$ cat config.mk
export PLATFORM = sky130hd
export DESIGN_NAME = bin_to_bcd_seq
export DESIGN_NICKNAME = d
export VERILOG_FILES = /design/src/rtl/bcd_pkg.sv /design/src/rtl/bcd_add3.sv /design/src/rtl/bin_to_bcd_seq.sv
export SDC_FILE = /design/constraint.sdc
export NUM_CORES = 1
export LEC_CHECK = 0
export CAP_MARGIN = 20
export CORE_ASPECT_RATIO = 1.2
export CORE_MARGIN = 2
export CORE_UTILIZATION = 58
export CTS_CLUSTER_SIZE = 16
export DETAILED_ROUTE_END_ITERATION = 10
export PLACE_DENSITY = 0.84
export SETUP_SLACK_MARGIN = 0.3
export SLEW_MARGIN = 10
export SYNTH_ARGS = -nofsm -noshare
export SYNTH_HDL_FRONTEND = slang
export SYNTH_SLANG_ARGS = --single-unit
export TNS_END_PERCENT = 50
$ cat constraint.sdc
create_clock -name clock -period 4.2 [get_ports clock]
set_clock_uncertainty 0.15 [all_clocks]
set_input_delay 0.84 -clock clock [delete_from_list [all_inputs] [get_ports clock]]
set_output_delay 0.84 -clock clock [all_outputs]
set_load 0.03 [all_outputs]
$ cat src/rtl/bcd_pkg.sv
`default_nettype none
// ============================================================================
//  Module      : bcd_pkg
//  Description : Shared types, constants and sizing helpers for the
//                sequential binary-to-BCD converter.
//  Revision    : 1.0 - initial release
// ============================================================================
package bcd_pkg;

  // Converter FSM encoding
  typedef enum logic [1:0] {
    IDLE  = 2'd0,
    SHIFT = 2'd1,
    DONE  = 2'd2
  } state_t;

  localparam int c_BIN_WIDTH_DFLT = 32;
  localparam int c_DIGITS_DFLT    = 8;

  // Largest value representable in `digits` decimal digits (10^digits - 1)
  function automatic logic [63:0] pow10_minus1(input int digits);
    logic [63:0] p;
    p = 64'd1;
    for (int i = 0; i < digits; i++) begin
      p = p * 64'd10;
    end
    return p - 64'd1;
  endfunction

  // Shift register holds the BCD field above the binary field
  function automatic int sr_width(input int bin_width, input int digits);
    return bin_width + 4 * digits;
  endfunction

  // Iteration counter must hold the value bin_width itself
  function automatic int cnt_width(input int bin_width);
    return $clog2(bin_width + 1);
  endfunction

  localparam int c_SR_WIDTH  = sr_width(c_BIN_WIDTH_DFLT, c_DIGITS_DFLT);
  localparam int c_CNT_WIDTH = cnt_width(c_BIN_WIDTH_DFLT);

endpackage
`default_nettype wire

$ cat src/rtl/bcd_add3.sv
`default_nettype none
// ============================================================================
//  Module      : bcd_add3
//  Description : Double-dabble nibble corrector: adds 3 to nibbles >= 5 so
//                the following left shift carries correctly into the next
//                decimal digit.
//  Revision    : 1.0 - initial release
// ============================================================================
module bcd_add3 (
  input  logic [3:0] i_nibble,
  output logic [3:0] o_nibble
);

  // Correct one BCD digit ahead of the shift
  always_comb begin
    o_nibble = i_nibble;
    if (i_nibble >= 4'd5) begin
      o_nibble = i_nibble + 4'd3;
    end
  end

endmodule
`default_nettype wire

$ cat src/rtl/bin_to_bcd_seq.sv
`default_nettype none
// ============================================================================
//  Module      : bin_to_bcd_seq
//  Description : Sequential double-dabble converter, one bit per cycle, with
//                valid/ready input, one-cycle done pulse and a held result
//                (saturates to all 9s with an overflow flag).
//  Revision    : 1.0 - initial release
// ============================================================================
module bin_to_bcd_seq
  import bcd_pkg::*;
#(
  parameter int BIN_WIDTH = c_BIN_WIDTH_DFLT,  // at most 64
  parameter int DIGITS    = c_DIGITS_DFLT
) (
  input  logic                  clock,
  input  logic                  reset,
  input  logic [BIN_WIDTH-1:0]  in_value,
  input  logic                  in_valid,
  output logic                  in_ready,
  output logic [4*DIGITS-1:0]   bcd_out,
  output logic                  out_valid,
  output logic                  overflow
);

  localparam int                 c_SR_W      = sr_width(BIN_WIDTH, DIGITS);
  localparam int                 c_CNT_W     = cnt_width(BIN_WIDTH);
  localparam int                 c_BCD_W     = 4 * DIGITS;
  localparam logic [63:0]        c_MAX_VALUE = pow10_minus1(DIGITS);
  localparam logic [c_CNT_W-1:0] c_ITERS     = c_CNT_W'(BIN_WIDTH);
  localparam logic [c_CNT_W-1:0] c_LAST      = c_CNT_W'(1);

  state_t              r_state;
  state_t              w_next_state;
  logic [c_SR_W-1:0]   r_sr;
  logic [c_CNT_W-1:0]  r_cnt;
  logic                r_ovf_pending;
  logic [c_BCD_W-1:0]  r_bcd_out;
  logic                r_overflow;
  logic [c_BCD_W-1:0]  w_bcd_adj;
  logic [c_SR_W-1:0]   w_sr_adj;
  logic [c_SR_W-1:0]   w_sr_next;
  logic                w_ovf_in;

  genvar gi;
  generate
    for (gi = 0; gi < DIGITS; gi++) begin : g_digit
      bcd_add3 u_add3 (
        .i_nibble (r_sr[BIN_WIDTH + 4*gi +: 4]),
        .o_nibble (w_bcd_adj[4*gi +: 4])
      );
    end
  endgenerate

  // Correct all digits, then shift; bits leaving the top are discarded
  always_comb begin
    w_sr_adj  = {w_bcd_adj, r_sr[BIN_WIDTH-1:0]};
    w_sr_next = w_sr_adj << 1;
    w_ovf_in  = 64'(in_value) > c_MAX_VALUE;
  end

  // FSM state register
  always_ff @(posedge clock) begin
    if (!reset) begin
      r_state <= IDLE;
    end else begin
      r_state <= w_next_state;
    end
  end

  // Next-state and handshake decode; both outputs are forced low in reset
  always_comb begin
    w_next_state = r_state;
    in_ready     = 1'b0;
    out_valid    = 1'b0;
    case (r_state)
      IDLE: begin
        in_ready = reset;
        if (in_valid) begin
          w_next_state = SHIFT;
        end
      end
      SHIFT: begin
        if (r_cnt == c_LAST) begin
          w_next_state = DONE;
        end
      end
      DONE: begin
        out_valid    = reset;
        w_next_state = IDLE;
      end
      default: w_next_state = IDLE;
    endcase
  end

  // Datapath: load on accept, shift while converting, capture on final shift
  always_ff @(posedge clock) begin
    if (!reset) begin
      r_sr          <= '0;
      r_cnt         <= '0;
      r_ovf_pending <= 1'b0;
      r_bcd_out     <= '0;
      r_overflow    <= 1'b0;
    end else begin
      case (r_state)
        IDLE: begin
          if (in_valid) begin
            r_sr          <= {{c_BCD_W{1'b0}}, in_value};
            r_cnt         <= c_ITERS;
            r_ovf_pending <= w_ovf_in;
          end
        end
        SHIFT: begin
          r_sr  <= w_sr_next;
          r_cnt <= r_cnt - c_LAST;
          if (r_cnt == c_LAST) begin
            r_bcd_out  <= r_ovf_pending ? {DIGITS{4'h9}}
                                        : w_sr_next[c_SR_W-1 -: c_BCD_W];
            r_overflow <= r_ovf_pending;
          end
        end
        default: ;
      endcase
    end
  end

  assign bcd_out  = r_bcd_out;
  assign overflow = r_overflow;

endmodule
`default_nettype wire

### Word-level counts from Yosys, hierarchy flattened

Index checks and enable logic that the tools add are counted.

| storage, ports and cells | value |
|---|---|
| register bits after elaboration | 106 |
| input bits | 35 |
| logic and storage cells | 53 |

| operators by class | value |
|---|---|
| $add $sub $neg | 9 |
| magnitude comparators | 9 |
| eq/ne operators | 5 |
| mux-type cells | 18 |
| reduce and logical (&&, ||, !) cells | 6 |

Operators with widths:

| cell | number |
|---|---|
| 64-bit one-hot mux with 2 select lines | 1 |
| 64-bit 2-to-1 mux | 1 |
| 4-bit by 3-bit greater-or-equal comparator with 1-bit output (second input constant) | 8 |
| 32-bit by 27-bit greater-than comparator with 1-bit output (second input constant) | 1 |
| 32-bit 2-to-1 mux | 1 |
| 4-bit by 2-bit adder with 4-bit output (second input constant) | 7 |
| 4-bit 2-to-1 mux | 7 |
| 6-bit one-hot mux with 2 select lines | 1 |
| 2-bit AND reduction | 4 |
| 6-bit by 1-bit equality test with 1-bit output (second input constant) | 1 |
| 6-bit 2-to-1 mux | 1 |
| 6-bit by 1-bit subtractor with 6-bit output (second input constant) | 1 |
| 2-bit 2-to-1 mux | 2 |
| 2-bit inequality test (second input constant) | 2 |
| 2-bit one-hot mux with 2 select lines | 1 |
| 3-bit by 2-bit adder with 3-bit output (second input constant) | 1 |
| 3-bit 2-to-1 mux | 1 |
| 2-bit by 1-bit equality test with 1-bit output (second input constant) | 1 |
| 2-bit equality test (second input constant) | 1 |
| 2-bit zero test | 1 |
| 1-bit 2-to-1 mux | 2 |
| 2-bit nonzero test | 1 |

### Longest topological paths before layout

Gate-level depths: netlist (run 1).

| depth | value |
|---|---|
| depth in word-level cells | 3 |
| mapped depth | 7 |
| depth with buffers taken out | 6 |

### Cells and area by module

A second synthesis (run 1) with hierarchy kept.

| unflattened totals | value |
|---|---|
| cell total of the unflattened synthesis | 543 |
| area total of the unflattened synthesis | 4895.9 µm² |

Modules (own cells, without submodules):

| module | instances | cells each | area each (µm²) | sequential area each (µm²) |
|---|---|---|---|---|
| bin_to_bcd_seq | 1 | 415 | 4085.2 | 2122.0 |
| bcd_add3 | 8 | 16 | 101.3 | 0.0 |

### Worst setup path before layout (run 1)

No wires, ideal clock.

| timing | value |
|---|---|
| kind | input-to-output |
| start | input port reset |
| end | output port out_valid |
| data arrival time | 2012 ps |
| slack | 1198 ps |
| stages on the path | 4 |
| buffers on the path | 2 |
| cell sequence | inv_1 > clkbuf_1 > clkbuf_1 > nor3b_1 |

| on the way | value |
|---|---|
| longest elaborated chain between the ends | 1 |

RTL lines:

| item | line | RTL |
|---|---|---|
| from (decl) | bin_to_bcd_seq.sv:16 | `input logic reset,` |
| 1-bit 2-to-1 mux | bin_to_bcd_seq.sv:75 | `case (r_state)` |
| to (decl) | bin_to_bcd_seq.sv:21 | `output logic out_valid,` |

Every way passes these cells.

### Worst setup path in the final report (run 1)

Ends and elaborated chain as after synthesis.

==> metrics.txt, run 1 <==
commonest non-fill, non-tap cell in the layout=dfxtp_1; drt total wl=11.03 mm; worst hold start=r_sr[18]; Synth Instances=543; placed insts=678; CTS tree=yes; ANT cells=0; Initial Util=59.36%; cts hold-fix bufs=0; Yosys Warn Count=0; wire per inst=15.89 um; max incr delay on CP=510 ps; commonest cells after routing, fill and taps aside=dfxtp_1, clkdlybuf4s50_1, nand2_1, a21oi_1, nor2_1; Layout Cells excl Fill=694; register area share after synthesis=44.34%; layout cell share with drive strength beyond 1=8.013%; Vias/cell=6.039; GRT Total Usage=25.50%; largest net degree at the start of global routing=64; dpl hpwl=7.615 mm; final-stage net count=647; DRT Pass-1 Iters=4; CTS root buffer=clkbuf_8; Layout area overhead=18.72%; WP data arrival=1760 ps; clk slew on worst S/H paths=100 ps; fraction of registers with async set/reset=0%; H-tree levels=3; Mapped Area=4786 sq um; drc violations=0; worst slew pin tran=853.1 ps; I/O Buffers=69; outcome=completed; core region area=8063 sq um; Power Density=344.3 nW/um^2; slowest stage cell, crit path=clkdlybuf4s50_1; setup violators final=0; antenna violations before repair=0; Final Critical Period=2754 ps; Iteration-0 DRC Markers=254; number of distinct library cells after synthesis=45; placer congestion estimate=0.8296; CP required=3210 ps; Critical Path Fanout Max=3; Final Cycle Share=65.58%; final hold vios=0; setup repair after global routing missed its margin=false; Critical path origin=reset; row count=36; setup repair bufs after CTS=0; Die Ht=103.5 um; Primary FF master, synth=dfxtp_1; Max Freq=363.1 MHz; CP cell instances=clkdlybuf4s50_1, inv_2, nor3b_1, buf_4; reg2reg start=r_state[0]; maxcap violations=0; worst-skew pair later-pin latency=380 ps; EDFF count, synth=0; global-route wire length before repair=18.42 mm; antenna-violating nets left=0; cts bufs inserted=9; Avg Cell Area, Syn=8.814 sq um; number of global-route vias before repair=4062; Setup crit end kind=primary output; net count of the mapped netlist=596; Via Count=4191; setup TNS=0 ps; Die X=86.92 um; grt ovf=0; Slew headroom=43.06%; area of the die=8997 sq um; crit path launch type=primary input; Crit Path Category=in2out; Max VDD drop=0.0002453 V; crit path buf inv count=3; Slew Viols, Final=0; fill count=621; Resize count post-CTS=0; CP top delay family=buffers and inverters; Ports=70; Min-Delay Path Class=reg2reg; CTS max path bufs=2; Sink Count=106; leakage=0.001958 uW; synthesized flop and latch total=106
## area by class of cell
| class | count | area, sq um | area share [%] |
|---|---|---|---|
| inverter | 21 | 78.83 | 1.387 |
| clock buffer | 9 | 123.9 | 2.180 |
| tap | 95 | 118.9 | 2.092 |
| timing repair buffer | 77 | 745.7 | 13.12 |
| multi-input combinational | 379 | 2415 | 42.50 |
| sequential | 106 | 2122 | 37.35 |
| clock inverter | 7 | 77.57 | 1.365 |
## cell usage after synthesis, types with 2 or more instances
master	instances	area, sq um
nor3b_1	12	90.09
xnor2_1	9	78.83
or4_1	2	15.01
or3b_2	4	35.03
o21ai_0	27	135.1
inv_1	21	78.83
buf_2	15	75.07
nand2_1	55	206.5
nor4_1	2	12.51
buf_6	2	22.52
a31oi_1	2	12.51
a311oi_1	13	113.9
a211oi_1	6	45.04
a22o_1	9	78.83
mux2_2	8	90.09
o221a_1	2	22.52
o21a_1	6	45.04
nor2_1	33	123.9
nor3_2	2	20.02
nand4_1	3	18.77
a32o_1	9	90.09
and2_1	9	56.30
nand3_1	26	130.1
a22oi_1	20	150.1
a21oi_1	55	275.3
dfxtp_1	106	2122
o2bb2ai_1	7	61.31
nor3_1	16	80.08
ha_1	18	225.2
clkbuf_1	15	56.30
nor2_2	2	12.51
nand2b_1	9	56.30
buf_1	4	15.01
o221a_2	3	33.78
## cell families after synthesis
group,Yosys count,share of synthesized area [%]
AND/OR/NAND/NOR,181,19.14
AO/OA/AOI/OAI,161,22.56
XOR/XNOR,10,1.830
buffers and inverters,58,5.333
adder cells (fa/ha/maj),18,4.706
multiplexers,9,2.092
flip-flops,106,44.34
## worst register-to-register path: stages, from the launching register on
cell and delay [ps]:
dfxtp_1 480, and2b_4 540, and4_1 650, nand3_1 370, o21ai_0 250
## per-stage QoR
| stage | power [uW] | hold slack (ps) | setup slack (ps) | util [%] | instance area, sq um |
|---|---|---|---|---|---|
| 3_3_place_gp | 1331 | 293.7 | 1425 | 67.97 | 5480 |
| 5_1_grt | 2039 | 336.0 | 1397 | 70.47 | 5682 |
| 2_1_floorplan | 1254 | 286.8 | 1198 | - | 4786 |
| 4_1_cts | 1966 | 310.8 | 1438 | 70.47 | 5682 |
| 3_5_place_dp | 1340 | 296.7 | 1351 | 67.97 | 5480 |
| 6_report | 1956 | 311.2 | 1446 | 70.47 | 5682 |
## sequential cells by signal (all words and copies together) (netlist names)
name           count
r_ovf_pending      1
r_cnt              6
r_state            2
overflow           1
r_sr              64
bcd_out           32
## final timing paths
| check | to | slack, ps | depth (start not counted) |
|---|---|---|---|
| setup / recovery | out_valid | 1450 | 4 |
| hold / removal | r_sr[18] | 310 | 2 |
| setup reg to reg | bcd_out[18] | 1690 | 4 |
| hold reg to reg | r_sr[18] | 310 | 2 |
## power by group
group	total [uW]	switching (uW)	internal (uW)
combinational	241	143	97.5
sequential	1080	31.1	1050
clock	639	359	280
## layer usage
metal / part of all wire, % / global-route usage, % / up-vias / wire length [um]
li1: - / - / 2060 / -
met1: 42 / 30.96 / 1998 / 4615
met2: 50 / 42.48 / 110 / 5531
met3: 5.2 / 5.179 / 23 / 576
met4: 2.8 / 11.94 / 0 / 304
met5: 0 / 0 / - / 0
No activity file was read; power rests on OpenSTA's default activity.
==> run 2, diff against run 1 <==
--- a/config.mk
+++ b/config.mk
@@ -8,10 +8,10 @@
 export CAP_MARGIN = 20
 export CORE_ASPECT_RATIO = 1.2
 export CORE_MARGIN = 2
-export CORE_UTILIZATION = 58
+export CORE_UTILIZATION = 49
 export CTS_CLUSTER_SIZE = 16
 export DETAILED_ROUTE_END_ITERATION = 10
-export PLACE_DENSITY = 0.84
+export PLACE_DENSITY = 0.76
 export SETUP_SLACK_MARGIN = 0.3
 export SLEW_MARGIN = 10
 export SYNTH_ARGS = -nofsm -noshare
==> constraint.sdc (replaced) <==
create_clock -name clock -period 2.5 [get_ports clock]
set_clock_uncertainty 0.15 [all_clocks]
set_input_delay 0.5 -clock clock [delete_from_list [all_inputs] [get_ports clock]]
set_output_delay 0.5 -clock clock [all_outputs]
set_load 0.03 [all_outputs]
==> run 2 against run 1 <==
  * Clock-buffer cell count up 1
  * Design area up 3.7%
  * Core utilization down 8.5 points
==> metrics.txt, run 2 (synthesis gave the netlist of run 1 again) <==
outcome=completed; I/O Buffers=69 (unchanged); Ports=70 (unchanged); Via Count=4246 (+1.3%); hold slack=306.6 ps (-4.552 ps); largest net degree at the start of global routing=36 (-44%); setup TNS=0 ps (unchanged); slowest stage cell, crit path=clkdlybuf4s50_1; post-place setup slack=160.2 ps (-1190 ps); largest register by flop count=r_sr; Layout Cells excl Fill=729 (+5.0%); Slew Viols, Final=0 (unchanged); Min-Delay Path Class=reg2reg; CP required=1850 ps (-1360 ps); maxcap violations=0 (unchanged); Sink Count=106 (unchanged); max incr delay on CP=500 ps (about the same); ANT cells=0 (unchanged); Setup crit end kind=primary output; sequential share of power=49.4% (-5.6 points); Max Freq=474.7 MHz; sequential cell area=2122 sq um (unchanged); area used by multi-input combinational logic=2426 sq um (+0.47%); Largest register FFs=64 (unchanged); setup repair after global routing missed its margin=true; dpl hpwl=7.989 mm (+4.9%); WP data arrival=1460 ps (-300 ps); CP cell instances=clkdlybuf4s50_1, inv_2, nor3_1, buf_4; crit path launch type=primary input; row count=39 (+8.3%); total net switching power=923.1 uW (+73%); H-tree levels=3 (unchanged); Max VDD drop=0.0003416 V (+39%); antenna violations before repair=0 (unchanged); Critical Path Fanout Max=7 (+4); CTS root buffer=clkbuf_16; GRT Total Usage=22.32% (-3.2 points); wire per inst=15.92 um (+0.21%); switching part of the total=25.28% (-2.0 points); Slew headroom=41.08% (-2.0 points); core region area=9515 sq um (+18%); fill count=835 (+34%); Crit Path Category=in2out; global-route wire length before repair=18.95 mm (+2.9%); drt total wl=11.61 mm (+5.3%); placer congestion estimate=0.8061 (-2.8%); CTS tree=yes; grt ovf=0 (unchanged); Initial Util=50.30% (-9.1 points); Final Critical Period=2107 ps; internal power=2728 uW (+92%); Layout area overhead=23.14%; drc violations=0 (unchanged); reg2reg setup slack=400 ps (-1290 ps); area of the die=10580 sq um (+18%); Final Cycle Share=84.26%; setup violators final=0 (unchanged); Power Density=619.5 nW/um^2 (+80%); commonest non-fill, non-tap cell in the layout=dfxtp_1; Die Ht=112.3 um (+8.5%); Die X=94.22 um (+8.4%); Vias/cell=5.824 (-3.6%); final-stage net count=655 (+1.2%); placed insts=714 (+5.3%); number of global-route vias before repair=4008 (-1.3%); crit path buf inv count=3 (unchanged); DRT Pass-1 Iters=4 (unchanged); clk slew on worst S/H paths=70 ps (-30 ps); worst-skew pair later-pin latency=350 ps (-30 ps); worst slew pin tran=880.5 ps (+27.35 ps); leakage=0.002045 uW (+4.5%); layout cell share with drive strength beyond 1=9.406% (+1.4 points); antenna-violating nets left=0 (unchanged); commonest cells after routing, fill and taps aside=dfxtp_1, clkdlybuf4s50_1, nand2_1, a21oi_1, nor2_1; cts bufs inserted=9 (unchanged); Clk pwr share=38.6% (+5.9 points); CP top delay family=buffers and inverters; Gate power share=12.0% (-0.3 points); Final Util=61.93% (-8.5 points); CTS max path bufs=2 (unchanged); Iteration-0 DRC Markers=187 (-26%); final hold vios=0 (unchanged); final setup margin=393.5 ps (-1052 ps); setup repair bufs after CTS=0 (unchanged)
==> run 2: changes by cell type in the layout (fill, tap and decap cells not counted), sizes merged <==
cell,before,now
clkinv,4,2
inv,22,21
clkinvlp,1,2
buf,10,18
clkbuf,9,10
==> run 2: layout make-up <==
cell class,count,share of cell area [%]
multi-input combinational,379,41.17
sequential,106,36.01
timing repair buffer,85,13.89
clock buffer,10,4.055
tap,123,2.611
inverter,21,1.338
clock inverter,5,0.9342
==> run 2: per-stage QoR <==
step                total power [uW]  area [sq um]
global route                    3783          5893
global placement                2258          5593
finish                          3651          5893
detailed placement              2271          5593
floorplan                       2107          4791
CTS                             3663          5892
==> run 2: power groups by stage <==
stage	Combinational (uW)	Clock [uW]	Sequential, uW
2_1_floorplan	265	0	1840
3_3_place_gp	419	0	1840
3_5_place_dp	430	0	1840
4_1_cts	434	1420	1800
5_1_grt	478	1490	1810
6_report	437	1410	1800
==> run 2: metal layers <==
layer | part of all wire (%) | global-route usage (%) | vias up | wire, um
met5 | 0 | 0 | - | 0
met4 | 2.0 | 9.469 | 0 | 232
met3 | 4.4 | 2.953 | 19 | 507
met2 | 49 | 36.62 | 122 | 5675
met1 | 45 | 29.44 | 2030 | 5193
li1 | - | - | 2075 | -
==> run 2: worst paths after layout <==
check / depth (start not counted) / startpoint / endpoint
worst max-delay path: 4 / reset / in_ready
worst max register to register: 3 / r_state[0] / r_sr[62]
worst min register to register: 2 / r_sr[22] / r_sr[22]
worst min-delay path: 2 / r_sr[22] / r_sr[22]
==> run 2: worst min-delay path, stage by stage (launching register included) <==
cell and delay (ps):
dfxtp_1 310, nand2_1 50, a21oi_1 50
==> run 2: what timing repair did <==
item	in CTS	in global routing
setup endpoints to repair	1	4
gates resized for setup	1	1
hold buffers	0	0
gates cloned	0	0
